$ cat src/rtl/alu_pkg.sv
// Shared definitions for the ALU issue/writeback stage: opcodes, FSM states, instruction field helpers.
package alu_pkg;

   localparam int DATA_W      = 4;
   localparam int INSTR_MAX_W = 16;

   localparam logic [2:0] OP_ADD = 3'b000;
   localparam logic [2:0] OP_SUB = 3'b001;
   localparam logic [2:0] OP_DIV = 3'b010;
   localparam logic [2:0] OP_MUL = 3'b011;
   localparam logic [2:0] OP_AND = 3'b100;
   localparam logic [2:0] OP_OR  = 3'b101;
   localparam logic [2:0] OP_NOT = 3'b110;
   localparam logic [2:0] OP_XOR = 3'b111;

   // Register fields inside {opcode, rd, ra, rb}, counted from the LSB end.
   localparam int FLD_RB = 0;
   localparam int FLD_RA = 1;
   localparam int FLD_RD = 2;

   typedef enum logic [1:0] {S_IDLE, S_OPRD, S_EXEC, S_WB} state_e;

   function automatic logic [2:0] instr_op(input logic [INSTR_MAX_W-1:0] instr, input int aw);
      return instr[3*aw +: 3];
   endfunction

   function automatic logic [7:0] instr_fld(input logic [INSTR_MAX_W-1:0] instr, input int aw,
                                            input int idx);
      return 8'((instr >> (idx*aw)) & ((16'd1 << aw) - 16'd1));
   endfunction

endpackage

$ cat src/rtl/alu_issue_wb_if.sv
// Instruction issue handshake: the master offers {opcode, rd, ra, rb}, the slave accepts with in_ready.
interface alu_issue_wb_if #(
   parameter int AW = 2
);
   logic              in_valid;
   logic              in_ready;
   logic [2+3*AW:0]   in_instr;

   modport master (output in_valid, in_instr, input in_ready);
   modport slave  (input in_valid, in_instr, output in_ready);
endinterface

$ cat src/rtl/alu_issue_fifo.sv
// Synchronous FIFO with full/empty flags; pointers carry one wrap bit to tell full from empty.
module alu_issue_fifo #(
   parameter int DEPTH = 4,
   parameter int W     = 9
)(
   input  logic         clk,
   input  logic         rst_n,
   input  logic         push_i,
   input  logic [W-1:0] din_i,
   input  logic         pop_i,
   output logic [W-1:0] dout_o,
   output logic         full_o,
   output logic         empty_o
);
   localparam int PW = $clog2(DEPTH);

   logic [W-1:0] mem_q [DEPTH];
   logic [PW:0]  wr_q, rd_q;
   logic         do_push, do_pop;

   assign empty_o = (wr_q == rd_q);
   assign full_o  = (wr_q[PW] != rd_q[PW]) && (wr_q[PW-1:0] == rd_q[PW-1:0]);
   assign do_push = push_i && !full_o;
   assign do_pop  = pop_i && !empty_o;
   assign dout_o  = mem_q[rd_q[PW-1:0]];

   always_ff @(posedge clk or negedge rst_n) begin
      if (!rst_n) begin
         wr_q <= '0;
         rd_q <= '0;
      end else begin
         if (do_push) wr_q <= wr_q + 1'b1;
         if (do_pop)  rd_q <= rd_q + 1'b1;
      end
   end

   // NOTE: storage is not reset; the pointers alone define which entries are valid.
   always_ff @(posedge clk) begin
      if (do_push) mem_q[wr_q[PW-1:0]] <= din_i;
   end

endmodule

$ cat src/rtl/alu_issue_wb.sv
// Issue/writeback stage around an external combinational ALU, trapping divide-by-zero.
// Defining ALU_ISSUE_FIFO_EN adds an input FIFO in front of the FSM.
module alu_issue_wb
   import alu_pkg::*;
#(
   parameter int NREGS      = 4,
`ifdef ALU_ISSUE_FIFO_EN
   parameter int FIFO_DEPTH = 4,
`endif
   parameter int DATA_W     = alu_pkg::DATA_W,
   localparam int AW        = $clog2(NREGS),
   localparam int IW        = 3 + 3*AW
)(
   input  logic               clk,
   input  logic               rst_n,
   alu_issue_wb_if.slave      in_if,
   output logic [2:0]         alu_opcode,
   output logic [DATA_W-1:0]  alu_operand_a,
   output logic [DATA_W-1:0]  alu_operand_b,
   input  logic [DATA_W-1:0]  alu_result,
   input  logic               rf_we,
   input  logic [AW-1:0]      rf_waddr,
   input  logic [DATA_W-1:0]  rf_wdata,
   input  logic [AW-1:0]      rf_raddr,
   output logic [DATA_W-1:0]  rf_rdata,
   output logic               wb_valid,
   output logic [AW-1:0]      wb_addr,
   output logic [DATA_W-1:0]  wb_data,
   output logic               div0_err,
   input  logic               err_clr
);
   state_e            state_q;
   logic [IW-1:0]     instr_q, instr_d;
   logic [DATA_W-1:0] rf_q [NREGS];
   logic [2:0]        opcode_q;
   logic [DATA_W-1:0] opa_q, opb_q, result_q, wb_data_q;
   logic [AW-1:0]     wb_addr_q;
   logic              wb_valid_q, div0_q, div0_d;
   logic              start, wb_we, div0_set;
   logic [2:0]        op_w;
   logic [AW-1:0]     rd_w, ra_w, rb_w;

`ifdef ALU_ISSUE_FIFO_EN
   logic fifo_full, fifo_empty;

   alu_issue_fifo #(.DEPTH(FIFO_DEPTH), .W(IW)) u_fifo (
      .clk     (clk),
      .rst_n   (rst_n),
      .push_i  (in_if.in_valid),
      .din_i   (in_if.in_instr),
      .pop_i   (start),
      .dout_o  (instr_d),
      .full_o  (fifo_full),
      .empty_o (fifo_empty)
   );
   assign in_if.in_ready = !fifo_full;
   assign start          = (state_q == S_IDLE) && !fifo_empty;
`else
   assign in_if.in_ready = (state_q == S_IDLE);
   assign start          = in_if.in_ready && in_if.in_valid;
   assign instr_d        = in_if.in_instr;
`endif

   assign op_w = instr_op(INSTR_MAX_W'(instr_q), AW);
   assign rd_w = AW'(instr_fld(INSTR_MAX_W'(instr_q), AW, FLD_RD));
   assign ra_w = AW'(instr_fld(INSTR_MAX_W'(instr_q), AW, FLD_RA));
   assign rb_w = AW'(instr_fld(INSTR_MAX_W'(instr_q), AW, FLD_RB));

   // The ALU does not guard division; a zero divisor substitutes all-ones and raises the flag.
   assign div0_set = (state_q == S_EXEC) && (opcode_q == OP_DIV) && (opb_q == '0);
   assign div0_d   = div0_set || (div0_q && !err_clr);
   assign wb_we    = (state_q == S_WB);

   // NOTE: every register below uses non-blocking assignment so all updates see pre-edge values.
   always_ff @(posedge clk or negedge rst_n) begin
      if (!rst_n) begin
         state_q    <= S_IDLE;
         instr_q    <= '0;
         opcode_q   <= '0;
         opa_q      <= '0;
         opb_q      <= '0;
         result_q   <= '0;
         wb_valid_q <= 1'b0;
         wb_addr_q  <= '0;
         wb_data_q  <= '0;
      end else begin
         wb_valid_q <= 1'b0;
         case (state_q)
            S_IDLE: if (start) begin
               instr_q <= instr_d;
               state_q <= S_OPRD;
            end
            S_OPRD: begin
               opcode_q <= op_w;
               opa_q    <= rf_q[ra_w];
               opb_q    <= rf_q[rb_w];
               state_q  <= S_EXEC;
            end
            S_EXEC: begin
               result_q <= div0_set ? '1 : alu_result;
               state_q  <= S_WB;
            end
            S_WB: begin
               wb_valid_q <= 1'b1;
               wb_addr_q  <= rd_w;
               wb_data_q  <= result_q;
               state_q    <= S_IDLE;
            end
            default: state_q <= S_IDLE;
         endcase
      end
   end

   // Writeback wins over a preload to the same entry; a preload elsewhere still lands.
   always_ff @(posedge clk or negedge rst_n) begin
      if (!rst_n) begin
         for (int i = 0; i < NREGS; i++) rf_q[i] <= '0;
      end else begin
         for (int i = 0; i < NREGS; i++) begin
            if (wb_we && rd_w == AW'(i))          rf_q[i] <= result_q;
            else if (rf_we && rf_waddr == AW'(i)) rf_q[i] <= rf_wdata;
         end
      end
   end

   always_ff @(posedge clk or negedge rst_n) begin
      if (!rst_n) div0_q <= 1'b0;
      else        div0_q <= div0_d;
   end

   assign rf_rdata      = rf_q[rf_raddr];
   assign alu_opcode    = opcode_q;
   assign alu_operand_a = opa_q;
   assign alu_operand_b = opb_q;
   assign wb_valid      = wb_valid_q;
   assign wb_addr       = wb_addr_q;
   assign wb_data       = wb_data_q;
   assign div0_err      = div0_q;

endmodule

$ cat src/flat_wrapper.sv
// flat-port wrapper written by rule: the top's interface ports become plain ports
module alu_issue_wb_flat import alu_pkg::*;
#(
   parameter int NREGS      = 4,

   parameter int DATA_W     = alu_pkg::DATA_W,
   localparam int AW        = $clog2(NREGS),
   localparam int IW        = 3 + 3*AW
)
  (clk, rst_n, alu_opcode, alu_operand_a, alu_operand_b, alu_result, rf_we, rf_waddr, rf_wdata, rf_raddr, rf_rdata, wb_valid, wb_addr, wb_data, div0_err, err_clr, in_if_in_valid, in_if_in_instr, in_if_in_ready);
  alu_issue_wb_if #(.AW(2)) in_if_i ();
  input  logic clk;
  input  logic rst_n;
  output logic [2:0] alu_opcode;
  output logic [DATA_W-1:0] alu_operand_a;
  output logic [DATA_W-1:0] alu_operand_b;
  input  logic [DATA_W-1:0] alu_result;
  input  logic rf_we;
  input  logic [AW-1:0] rf_waddr;
  input  logic [DATA_W-1:0] rf_wdata;
  input  logic [AW-1:0] rf_raddr;
  output logic [DATA_W-1:0] rf_rdata;
  output logic wb_valid;
  output logic [AW-1:0] wb_addr;
  output logic [DATA_W-1:0] wb_data;
  output logic div0_err;
  input  logic err_clr;
  input wire logic [$bits(in_if_i.in_valid)-1:0] in_if_in_valid;
  input wire logic [$bits(in_if_i.in_instr)-1:0] in_if_in_instr;
  output wire logic [$bits(in_if_i.in_ready)-1:0] in_if_in_ready;
  assign in_if_i.in_valid = in_if_in_valid;
  assign in_if_i.in_instr = in_if_in_instr;
  assign in_if_in_ready = in_if_i.in_ready;
  alu_issue_wb #(.NREGS(NREGS), .DATA_W(DATA_W)) u_core (.clk(clk), .rst_n(rst_n), .in_if(in_if_i), .alu_opcode(alu_opcode), .alu_operand_a(alu_operand_a), .alu_operand_b(alu_operand_b), .alu_result(alu_result), .rf_we(rf_we), .rf_waddr(rf_waddr), .rf_wdata(rf_wdata), .rf_raddr(rf_raddr), .rf_rdata(rf_rdata), .wb_valid(wb_valid), .wb_addr(wb_addr), .wb_data(wb_data), .div0_err(div0_err), .err_clr(err_clr));
endmodule
$ cat config.mk
export PLATFORM = sky130hd
export DESIGN_NAME = alu_issue_wb_flat
export DESIGN_NICKNAME = d
export VERILOG_FILES = /design/src/rtl/alu_pkg.sv /design/src/rtl/alu_issue_wb_if.sv /design/src/rtl/alu_issue_fifo.sv /design/src/rtl/alu_issue_wb.sv /design/src/flat_wrapper.sv
export SDC_FILE = /design/constraint.sdc
export NUM_CORES = 1
export LEC_CHECK = 0
export CAP_MARGIN = 20
export CORE_ASPECT_RATIO = 1.5
export CORE_MARGIN = 8
export CORE_UTILIZATION = 51
export DETAILED_ROUTE_END_ITERATION = 12
export GPL_ROUTABILITY_DRIVEN = 0
export PLACE_DENSITY = 0.79
export SKIP_CTS_REPAIR_TIMING = 1
export SLEW_MARGIN = 5
export SYNTH_ARGS = -nofsm -noshare
export SYNTH_HDL_FRONTEND = slang
export SYNTH_SLANG_ARGS = --single-unit
$ cat constraint.sdc
create_clock -name clk -period 1.8 [get_ports clk]
set_input_delay 0.18 -clock clk [delete_from_list [all_inputs] [get_ports clk]]
set_output_delay 0.18 -clock clk [all_outputs]
set_load 0.05 [all_outputs]
==> impl_metrics.env, run 1 <==
export IMPL_clock_latency_ps=300
export IMPL_crit_chain="clkdlybuf4s50_1"
export IMPL_reg2reg_slack_ps=190
export IMPL_slew_headroom_pct=64.02
export IMPL_ant_nets=0
export IMPL_synth_area_leaders="dfrtp_1 50%, mux2_2 12%, mux2i_1 9.7%"
export IMPL_postSynthCellCount=208
export IMPL_cts_tree="built"
export IMPL_p_sw_mw=2.780
export IMPL_slew_viol_final=0
export IMPL_finalCritPeriodShare_pct=95.49
export IMPL_antenna_found_initial=0
export IMPL_r2r_cells=4
export IMPL_register_area_sq_um=1251
export IMPL_ys_ff_latch=50
export IMPL_clock_power_share_pct=10.6
export IMPL_grt_max_degree=30
export IMPL_io_buffer_count=49
export IMPL_r2r_end="u_core.instr_q[7]$_DFFE_PN0P_"
export IMPL_clock_sinks=50
export IMPL_cts_buffers=5
export IMPL_avgSynthCellArea_sq_um=11.96
export IMPL_die_h_microns=101.5
export IMPL_cp_start_kind="register"
export IMPL_via_per_inst=5.359
export IMPL_clk_root_buffer_cell="clkbuf_8"
export IMPL_routed_via_count=1763
export IMPL_synth_top_cell_by_area="dfrtp_1"
export IMPL_cts_buffer_depth=2
export IMPL_routed_wl_mm=5.605
export IMPL_crit_buf_inv=1
export IMPL_ctsHtreeMaxLevel=2
export IMPL_drtIter0Drc=84
export IMPL_drc=0
export IMPL_yosys_warnings=0
export IMPL_period_needed_ps=1719
export IMPL_synth_most_common_cell="dfrtp_1"
export IMPL_yosysTopAreaCellShare_pct=50.30
export IMPL_start_util_pct=52.14
export IMPL_multi_input_area_sq_um=1179
export IMPL_die_area_sq_um=7414
export IMPL_startpoint="u_core.alu_operand_b[0]$_DFFE_PN0N_"
export IMPL_p_seq_share_pct=37.6
export IMPL_wl_per_cell_microns=17.04
export IMPL_critical_path_arrival_ps=1540
export IMPL_status="completed"
export IMPL_fin_worst_skew_ps=7.829
export IMPL_synthTopCellsByCount="50 x dfrtp_1, 29 x a21oi_1, 26 x mux2_2, 24 x mux2i_1, 18 x nor2_1"
export IMPL_cp_top_family="buffers and inverters"
export IMPL_min_delay_path_class="primary input to asynchronous set/reset pin"
export IMPL_setup_violations=0
export IMPL_pwr_share_comb_pct=51.8
export IMPL_peakVddDrop_uv=1158
export IMPL_p_total_mw=6.195
export IMPL_hold_viol=0
export IMPL_rows=31
export IMPL_dp_hpwl_mm=4.272
export IMPL_crit_path_end_kind="primary output"
export IMPL_syn_nets=238
export IMPL_ios=50
export IMPL_fin_tns_setup_ps=0
export IMPL_cap_violations=0
export IMPL_n_fill_cell=407
export IMPL_die_w_microns=73.02
export IMPL_worst_ep_required_time_ps=1620
export IMPL_ys_flop_type="dfrtp_1"
export IMPL_n_antenna_cell=0
export IMPL_max_freq_ghz=0.5818
export IMPL_path_clk_slew_ps=90
export IMPL_drive_gt1_share_pct=21.67
export IMPL_worstMarginPinSlew_ps=539.7
export IMPL_final_nets=292
export IMPL_grt_pass1_vias=1863
export IMPL_leakage_nw=1.335
export IMPL_synth_edf_count=0
export IMPL_internal_power_mw=3.414
export IMPL_r2r_start="u_core.state_q[0]$_DFFE_PN0P_"
export IMPL_area_growth_pct=26.61
export IMPL_final_util_pct=66.01
export IMPL_critPathSlowestCell="clkdlybuf4s50_1"
export IMPL_ys_seq_area_share_pct=50.30
export IMPL_switching_share_pct=44.88
export IMPL_grt_ovfl_total=0
export IMPL_synthArstFlopShare_pct=100.0
export IMPL_yosysUniqueCellTypes=23
export IMPL_critPathMaxFanout=3
export IMPL_rsz0062_at_grt="false"
export IMPL_dr_pass1_iters=4
export IMPL_core_area_sq_um=4771
export IMPL_p_per_area_nw_per_um2=1967
export IMPL_syn_area_sq_um=2487
export IMPL_grt_pass1_wl_mm=9.039
export IMPL_globalRouteTotalUtil_pct=15.93
export IMPL_crit_path_max_incr_delay_ps=830
export IMPL_crit_type="register to primary output"
## cells in the final DEF (no fill, tap or decap), types with 6 or more instances in the layout
master           Yosys  layout
a21oi_1             29      29
nor2_1              18      18
mux2i_1             24      24
o21ai_0             10      10
mux2_2              26      26
clkdlybuf4s50_1      0      43
clkbuf_8             0       6
dfrtp_1             50      50
nor2b_1             10      10
buf_4                0       6
## final cells by class
class / count / area share [%]
timing repair buffer: 53 / 16.85
tap: 66 / 2.622
sequential: 50 / 39.73
clock buffer: 7 / 2.741
clock inverter: 1 / 0.1589
multi-input combinational: 148 / 37.43
inverter: 4 / 0.4768
## per-stage QoR
stage | hold slack [ps] | instances | area (sq um) | worst slack (ps)
finish | 398.3 | 329 | 3149 | 81.25
global route | 430.2 | 329 | 3149 | 32.49
CTS | -138.2 | 328 | 3139 | 67.96
detailed placement | 191.8 | 320 | 3048 | 94.78
global placement | 190.6 | 320 | 3048 | 103.1
floorplan | -115.6 | 208 | 2487 | 13.62
## logic make-up after synthesis
kind of cell             Yosys count  synth area share (%)
AND/OR/NAND/NOR                   46                 10.76
multiplexers                      54                 25.05
flip-flops                        50                 50.30
adder cells (fa/ha/maj)            4                 2.012
buffers and inverters             10                 2.314
AO/OA/AOI/OAI                     44                 9.557
## sequential cells by signal (all words and copies together) (netlist names)
name / count
u_core.alu_opcode: 3
u_core.alu_operand_a: 4
u_core.alu_operand_b: 4
u_core.div0_err: 1
u_core.instr_q: 9
u_core.result_q: 4
u_core.rf_q: 16
u_core.state_q: 2
u_core.wb_addr: 2
u_core.wb_data: 4
u_core.wb_valid: 1
## worst max path at each step
stage,end,slack [ps],depth (start not counted)
6_report,alu_operand_b[0],80,1
5_1_grt,alu_operand_b[0],30,1
4_1_cts,alu_operand_b[0],70,1
3_5_place_dp,rf_rdata[0],90,3
2_1_floorplan,u_core.instr_q[0]$_DFFE_PN0P_,10,4
3_3_place_gp,rf_rdata[2],100,3
## metal layers
layer	track usage (%)	up-vias	share of wire (%)
li1	-	858	-
met1	17.32	852	39
met2	28.89	43	56
met3	2.775	10	3.1
met4	7.276	0	2.3
met5	0	-	0
## power by group through the flow
stage | registers, mW | clock network (mW) | logic, mW
finish | 2.33 | 0.659 | 3.21
global route | 2.41 | 0.719 | 3.44
CTS | 2.33 | 0.687 | 3.24
detailed placement | 2.35 | 0 | 3.23
global placement | 2.34 | 0 | 3.17
floorplan | 2.77 | 0 | 1.73
Power figures use the tool's default switching activity.
==> run 2, diff against run 1 <==
--- a/config.mk
+++ b/config.mk
@@ -6,12 +6,14 @@
 export NUM_CORES = 1
 export LEC_CHECK = 0
 export CAP_MARGIN = 20
-export CORE_ASPECT_RATIO = 1.5
+export CORE_ASPECT_RATIO = 2
 export CORE_MARGIN = 8
-export CORE_UTILIZATION = 51
+export CORE_UTILIZATION = 61
+export CTS_CLUSTER_SIZE = 24
 export DETAILED_ROUTE_END_ITERATION = 12
+export DONT_BUFFER_PORTS = 1
 export GPL_ROUTABILITY_DRIVEN = 0
-export PLACE_DENSITY = 0.79
+export PLACE_DENSITY = 0.77
 export SKIP_CTS_REPAIR_TIMING = 1
 export SLEW_MARGIN = 5
 export SYNTH_ARGS = -nofsm -noshare
==> run 2 against run 1 <==
Effect of this change: final area decreased by 12%; sequential cell count unchanged; die area decreased by 12%; maximum frequency increased by 7.6%; non-clock buffer count decreased by 41; clock power increased by 46%; final cell count decreased by 17%; critical path depth unchanged; largest power group is now sequential cells; routed wire length increased by 3.2%; first-iteration DRC count decreased by 36%; combinational power decreased by 28%; largest cell class unchanged; critical endpoint is now rf_rdata[0].
==> impl_metrics.env, run 2 (synthesis results as in run 1) <==
export IMPL_status="completed"
export IMPL_start_util_pct=62.11
export IMPL_crit_chain="mux4_2"
export IMPL_hold_path_cell_count=1
export IMPL_final_common_cell="dfrtp_1"
export IMPL_setup_violations=0
export IMPL_r2r_start="u_core.state_q[0]$_DFFE_PN0P_"
export IMPL_grt_max_degree=51
export IMPL_crit_buf_inv=0
export IMPL_crit_type="register to primary output"
export IMPL_area_growth_pct=11.47
export IMPL_grt_ovfl_total=0
export IMPL_grt_pass1_wl_mm=9.335
export IMPL_cts_buffer_depth=2
export IMPL_reg2reg_slack_ps=230
export IMPL_fin_tns_setup_ps=0
export IMPL_hold_viol=0
export IMPL_cts_buffers=5
export IMPL_drc=0
export IMPL_clock_latency_ps=300
export IMPL_peakVddDrop_uv=1505
export IMPL_n_fill_cell=294
export IMPL_cp_start_kind="register"
export IMPL_register_area_sq_um=1251
export IMPL_core_area_sq_um=4005
export IMPL_critPathSlowestCell="mux4_2"
export IMPL_largest_register="u_core.rf_q"
export IMPL_holdPathEnd="u_core.instr_q[3]$_DFFE_PN0P_"
export IMPL_multi_input_area_sq_um=1181
export IMPL_worstMarginPinSlew_ps=525.1
export IMPL_path_clk_slew_ps=90
export IMPL_fin_worst_skew_ps=9.124
export IMPL_die_h_microns=106.3
export IMPL_wl_per_cell_microns=21.11
export IMPL_cp_top_family="multiplexers"
export IMPL_max_freq_ghz=0.6260
export IMPL_ios=50
export IMPL_timing_hold_ws_ps=20.64
export IMPL_period_needed_ps=1598
export IMPL_final_nets=251
export IMPL_drive_gt1_share_pct=26.58
export IMPL_worst_ep_required_time_ps=1620
export IMPL_most_common_layout_cells="50 x dfrtp_1, 29 x a21oi_1, 26 x mux2_2"
export IMPL_r2r_end="u_core.rf_q[13]$_DFFE_PN0P_"
export IMPL_grt_pass1_vias=1847
export IMPL_slew_headroom_pct=64.99
export IMPL_clk_root_buffer_cell="clkbuf_8"
export IMPL_routed_wl_mm=5.783
export IMPL_drtIter0Drc=54
export IMPL_cts_tree="built"
export IMPL_top_regs="u_core.rf_q: 16 flops, u_core.instr_q: 9 flops"
export IMPL_min_delay_path_class="primary input to register"
export IMPL_routed_via_count=1684
export IMPL_critical_path_arrival_ps=1420
export IMPL_r2r_cells=4
export IMPL_clock_sinks=50
export IMPL_ctsHtreeMaxLevel=2
export IMPL_critPathMaxFanout=4
export IMPL_dr_pass1_iters=4
export IMPL_die_area_sq_um=6501
export IMPL_cap_violations=0
export IMPL_die_w_microns=61.16
export IMPL_io_buffer_count=0
export IMPL_crit_path_end_kind="primary output"
export IMPL_hp_start="in_if_in_instr[3]"
export IMPL_slew_viol_final=0
export IMPL_rows=33
export IMPL_globalRouteTotalUtil_pct=19.19
export IMPL_finalCritPeriodShare_pct=88.75
export IMPL_ant_nets=0
export IMPL_crit_path_max_incr_delay_ps=670
export IMPL_rsz0062_at_grt="false"
export IMPL_leakage_nw=1.199
export IMPL_p_per_area_nw_per_um2=2196
export IMPL_via_per_inst=6.146
export IMPL_dp_hpwl_mm=4.308
export IMPL_largest_reg_flops=16
export IMPL_n_antenna_cell=0
export IMPL_cp_num_cells=1
export IMPL_antenna_found_initial=0
run 2: layout make-up:
class	instances	area share, %
inverter	4	0.5415
clock buffer	6	2.978
sequential	50	45.13
clock inverter	2	2.166
multi-input combinational	148	42.60
tap	52	2.347
timing repair buffer	12	4.242
run 2: where the power goes:
part	switching, mW	total (mW)	internal, mW
clock network	0.371	0.964	0.593
registers	1.12	2.80	1.68
logic	1.29	2.32	1.04
run 2: how the worst max path moves through the flow:
| stage | end | start | slack (ps) |
|---|---|---|---|
| after floorplan | u_core.instr_q[0]$_DFFE_PN0P_ | u_core.state_q[0]$_DFFE_PN0P_ | 10 |
| final | rf_rdata[0] | u_core.rf_q[0]$_DFFE_PN0P_ | 200 |
| after global routing | u_core.alu_operand_b[3]$_DFFE_PN0N_ | u_core.state_q[1]$_DFFE_PN0P_ | 130 |
| after CTS | u_core.alu_operand_b[3]$_DFFE_PN0N_ | u_core.state_q[1]$_DFFE_PN0P_ | 100 |
| after detailed placement | u_core.alu_operand_b[1]$_DFFE_PN0N_ | u_core.state_q[1]$_DFFE_PN0P_ | 160 |
| after global placement | u_core.alu_operand_b[1]$_DFFE_PN0N_ | u_core.state_q[1]$_DFFE_PN0P_ | 210 |
run 2: metal layers:
layer	part of all wire, %	GRT usage, %
met1	35	20.12
met2	53	31.93
met4	4.2	10.42
met3	8.2	6.167
met5	0	0
run 2: metrics by stage:
| stage | setup slack [ps] | instance area [sq um] | instances | total power [mW] | utilization [%] |
|---|---|---|---|---|---|
| 3_3_place_gp | 211.3 | 2570 | 262 | 5.010 | 64.17 |
| 5_1_grt | 132.8 | 2773 | 274 | 6.448 | 69.23 |
| 3_5_place_dp | 163.6 | 2570 | 262 | 5.100 | 64.17 |
| 6_report | 202.5 | 2773 | 274 | 6.088 | 69.23 |
| 4_1_cts | 103.0 | 2713 | 270 | 6.067 | 67.73 |
| 2_1_floorplan | 13.62 | 2487 | 208 | 4.504 | - |
==> run 3, diff against run 2 <==
--- a/config.mk
+++ b/config.mk
@@ -8,14 +8,14 @@
 export CAP_MARGIN = 20
 export CORE_ASPECT_RATIO = 2
 export CORE_MARGIN = 8
-export CORE_UTILIZATION = 61
+export CORE_UTILIZATION = 51
 export CTS_CLUSTER_SIZE = 24
 export DETAILED_ROUTE_END_ITERATION = 12
-export DONT_BUFFER_PORTS = 1
 export GPL_ROUTABILITY_DRIVEN = 0
-export PLACE_DENSITY = 0.77
+export PLACE_DENSITY = 0.79
 export SKIP_CTS_REPAIR_TIMING = 1
 export SLEW_MARGIN = 5
 export SYNTH_ARGS = -nofsm -noshare
 export SYNTH_HDL_FRONTEND = slang
 export SYNTH_SLANG_ARGS = --single-unit
+export TNS_END_PERCENT = 50
==> run 3 against run 2 <==
Effect of this change: the run now ends with negative hold slack left; total power is 8.3% higher; setup slack worse by 130 ps; non-clock buffer count increased by 40; sequential cell count is the same; maximum frequency shrank 7.6%; sequential share of layout area is 5.7 points lower; critical path depth unchanged; via count up 7.1%; critical endpoint is now alu_operand_b[0]; largest cell class unchanged; highest routed layer unchanged.
==> impl_metrics.env, run 3 (synthesis results as in run 1) <==
export IMPL_largest_register="u_core.rf_q"
export IMPL_cp_top_family="buffers and inverters"
export IMPL_crit_buf_inv=1
export IMPL_cts_tree="built"
export IMPL_path_clk_slew_ps=90
export IMPL_crit_chain="clkdlybuf4s50_1"
export IMPL_place_area_sq_um=3034
export IMPL_worstMarginPinSlew_ps=621.0
export IMPL_slew_viol_final=0
export IMPL_finalCritPeriodShare_pct=96.02
export IMPL_wl_per_cell_microns=18.95
export IMPL_hold_viol=50
export IMPL_ios=50
export IMPL_pre_cts_ws_ps=73.62
export IMPL_leakage_nw=1.354
export IMPL_antenna_found_initial=0
export IMPL_core_area_sq_um=4775
export IMPL_min_delay_path_class="primary input to asynchronous set/reset pin"
export IMPL_final_nets=291
export IMPL_worst_ep_required_time_ps=1620
export IMPL_crit_type="register to primary output"
export IMPL_n_antenna_cell=0
export IMPL_dr_pass1_iters=4
export IMPL_drtIter0Drc=55
export IMPL_drc=0
export IMPL_grt_max_degree=51
export IMPL_ctsHtreeMaxLevel=2
export IMPL_cp_num_cells=1
export IMPL_routed_via_count=1804
export IMPL_timing_hold_ws_ps=-29.73
export IMPL_most_common_layout_cells="50 x dfrtp_1, 42 x clkdlybuf4s50_1, 29 x a21oi_1"
export IMPL_clock_sinks=50
export IMPL_grt_ovfl_total=0
export IMPL_n_fill_cell=409
export IMPL_clk_root_buffer_cell="clkbuf_8"
export IMPL_cap_violations=0
export IMPL_status="complete, but fails checks"
export IMPL_largest_reg_flops=16
export IMPL_ant_nets=0
export IMPL_globalRouteTotalUtil_pct=17.18
export IMPL_via_per_inst=5.655
export IMPL_drive_gt1_share_pct=22.52
export IMPL_slew_headroom_pct=58.60
export IMPL_p_per_area_nw_per_um2=2076
export IMPL_cts_buffers=5
export IMPL_routed_wl_mm=6.045
export IMPL_fin_worst_skew_ps=8.649
export IMPL_rows=36
export IMPL_area_growth_pct=27.72
export IMPL_peakVddDrop_uv=1436
export IMPL_critical_path_arrival_ps=1550
export IMPL_critPathMaxFanout=3
export IMPL_fin_tns_setup_ps=0
export IMPL_crit_path_max_incr_delay_ps=840
export IMPL_cts_buffer_depth=2
export IMPL_grt_pass1_wl_mm=10.01
export IMPL_die_area_sq_um=7503
export IMPL_critPathSlowestCell="clkdlybuf4s50_1"
export IMPL_die_h_microns=114.8
export IMPL_violations="negative hold slack"
export IMPL_start_util_pct=52.10
export IMPL_setup_slack_ps=71.63
export IMPL_final_common_cell="dfrtp_1"
export IMPL_clock_latency_ps=300
export IMPL_max_freq_ghz=0.5786
export IMPL_p_total_mw=6.594
export IMPL_io_buffer_count=49
export IMPL_rsz0062_at_grt="false"
export IMPL_period_needed_ps=1728
export IMPL_crit_path_end_kind="primary output"
export IMPL_r2r_cells=4
export IMPL_dp_hpwl_mm=4.499
export IMPL_top_regs="u_core.rf_q: 16 flops, u_core.instr_q: 9 flops"
export IMPL_fin_area_sq_um=3177
export IMPL_die_w_microns=65.38
export IMPL_reg2reg_slack_ps=150
export IMPL_setup_violations=0
export IMPL_cp_start_kind="register"
export IMPL_grt_pass1_vias=1929
run 3: layer usage:
metal  track usage [%]  routed length [microns]  up-vias
met4             8.651                      186        0
met5                 0                        0        -
met2             29.54                     3086       61
met1             18.67                     2383      878
li1                  -                        -      852
met3             4.488                      388       13
run 3: path summary, 6_finish.rpt:
kind / start / endpoint
hold reg to reg: u_core.instr_q[6]$_DFFE_PN0P_ / u_core.instr_q[6]$_DFFE_PN0P_
max in group asynchronous: rst_n / u_core.div0_err$_DFF_PN0_
setup reg to reg: u_core.state_q[0]$_DFFE_PN0P_ / u_core.instr_q[7]$_DFFE_PN0P_
setup / recovery: u_core.alu_operand_b[0]$_DFFE_PN0N_ / alu_operand_b[0]
min in group clk: err_clr / u_core.div0_err$_DFF_PN0_
hold / removal: rst_n / u_core.rf_q[9]$_DFFE_PN0P_
run 3: area by class of cell:
cell class / count / area (sq um) / share of cell area (%)
inverters: 4 / 15.01 / 0.4726
clock buffers: 6 / 82.58 / 2.599
multi-input cells: 148 / 1179 / 37.10
repair buffers: 52 / 518.0 / 16.31
well taps: 57 / 71.32 / 2.245
flip-flops and latches: 50 / 1251 / 39.39
clock inverters: 2 / 60.06 / 1.891
run 3: through the flow:
step | utilization (%) | cells | hold slack (ps)
final | 66.54 | 319 | -29.73
after global routing | 66.54 | 319 | 18.06
after CTS | 66.54 | 319 | -9.649
after detailed placement | 63.55 | 311 | 320.3
after global placement | 63.55 | 311 | 321.0
after floorplan | - | 208 | -115.6
run 3: power by group:
group	internal (mW)	leakage [nW]	switching (mW)	total, mW
Clock	0.593	0.0714	0.373	0.965
Sequential	1.69	0.576	0.639	2.32
Combinational	1.44	0.706	1.86	3.30
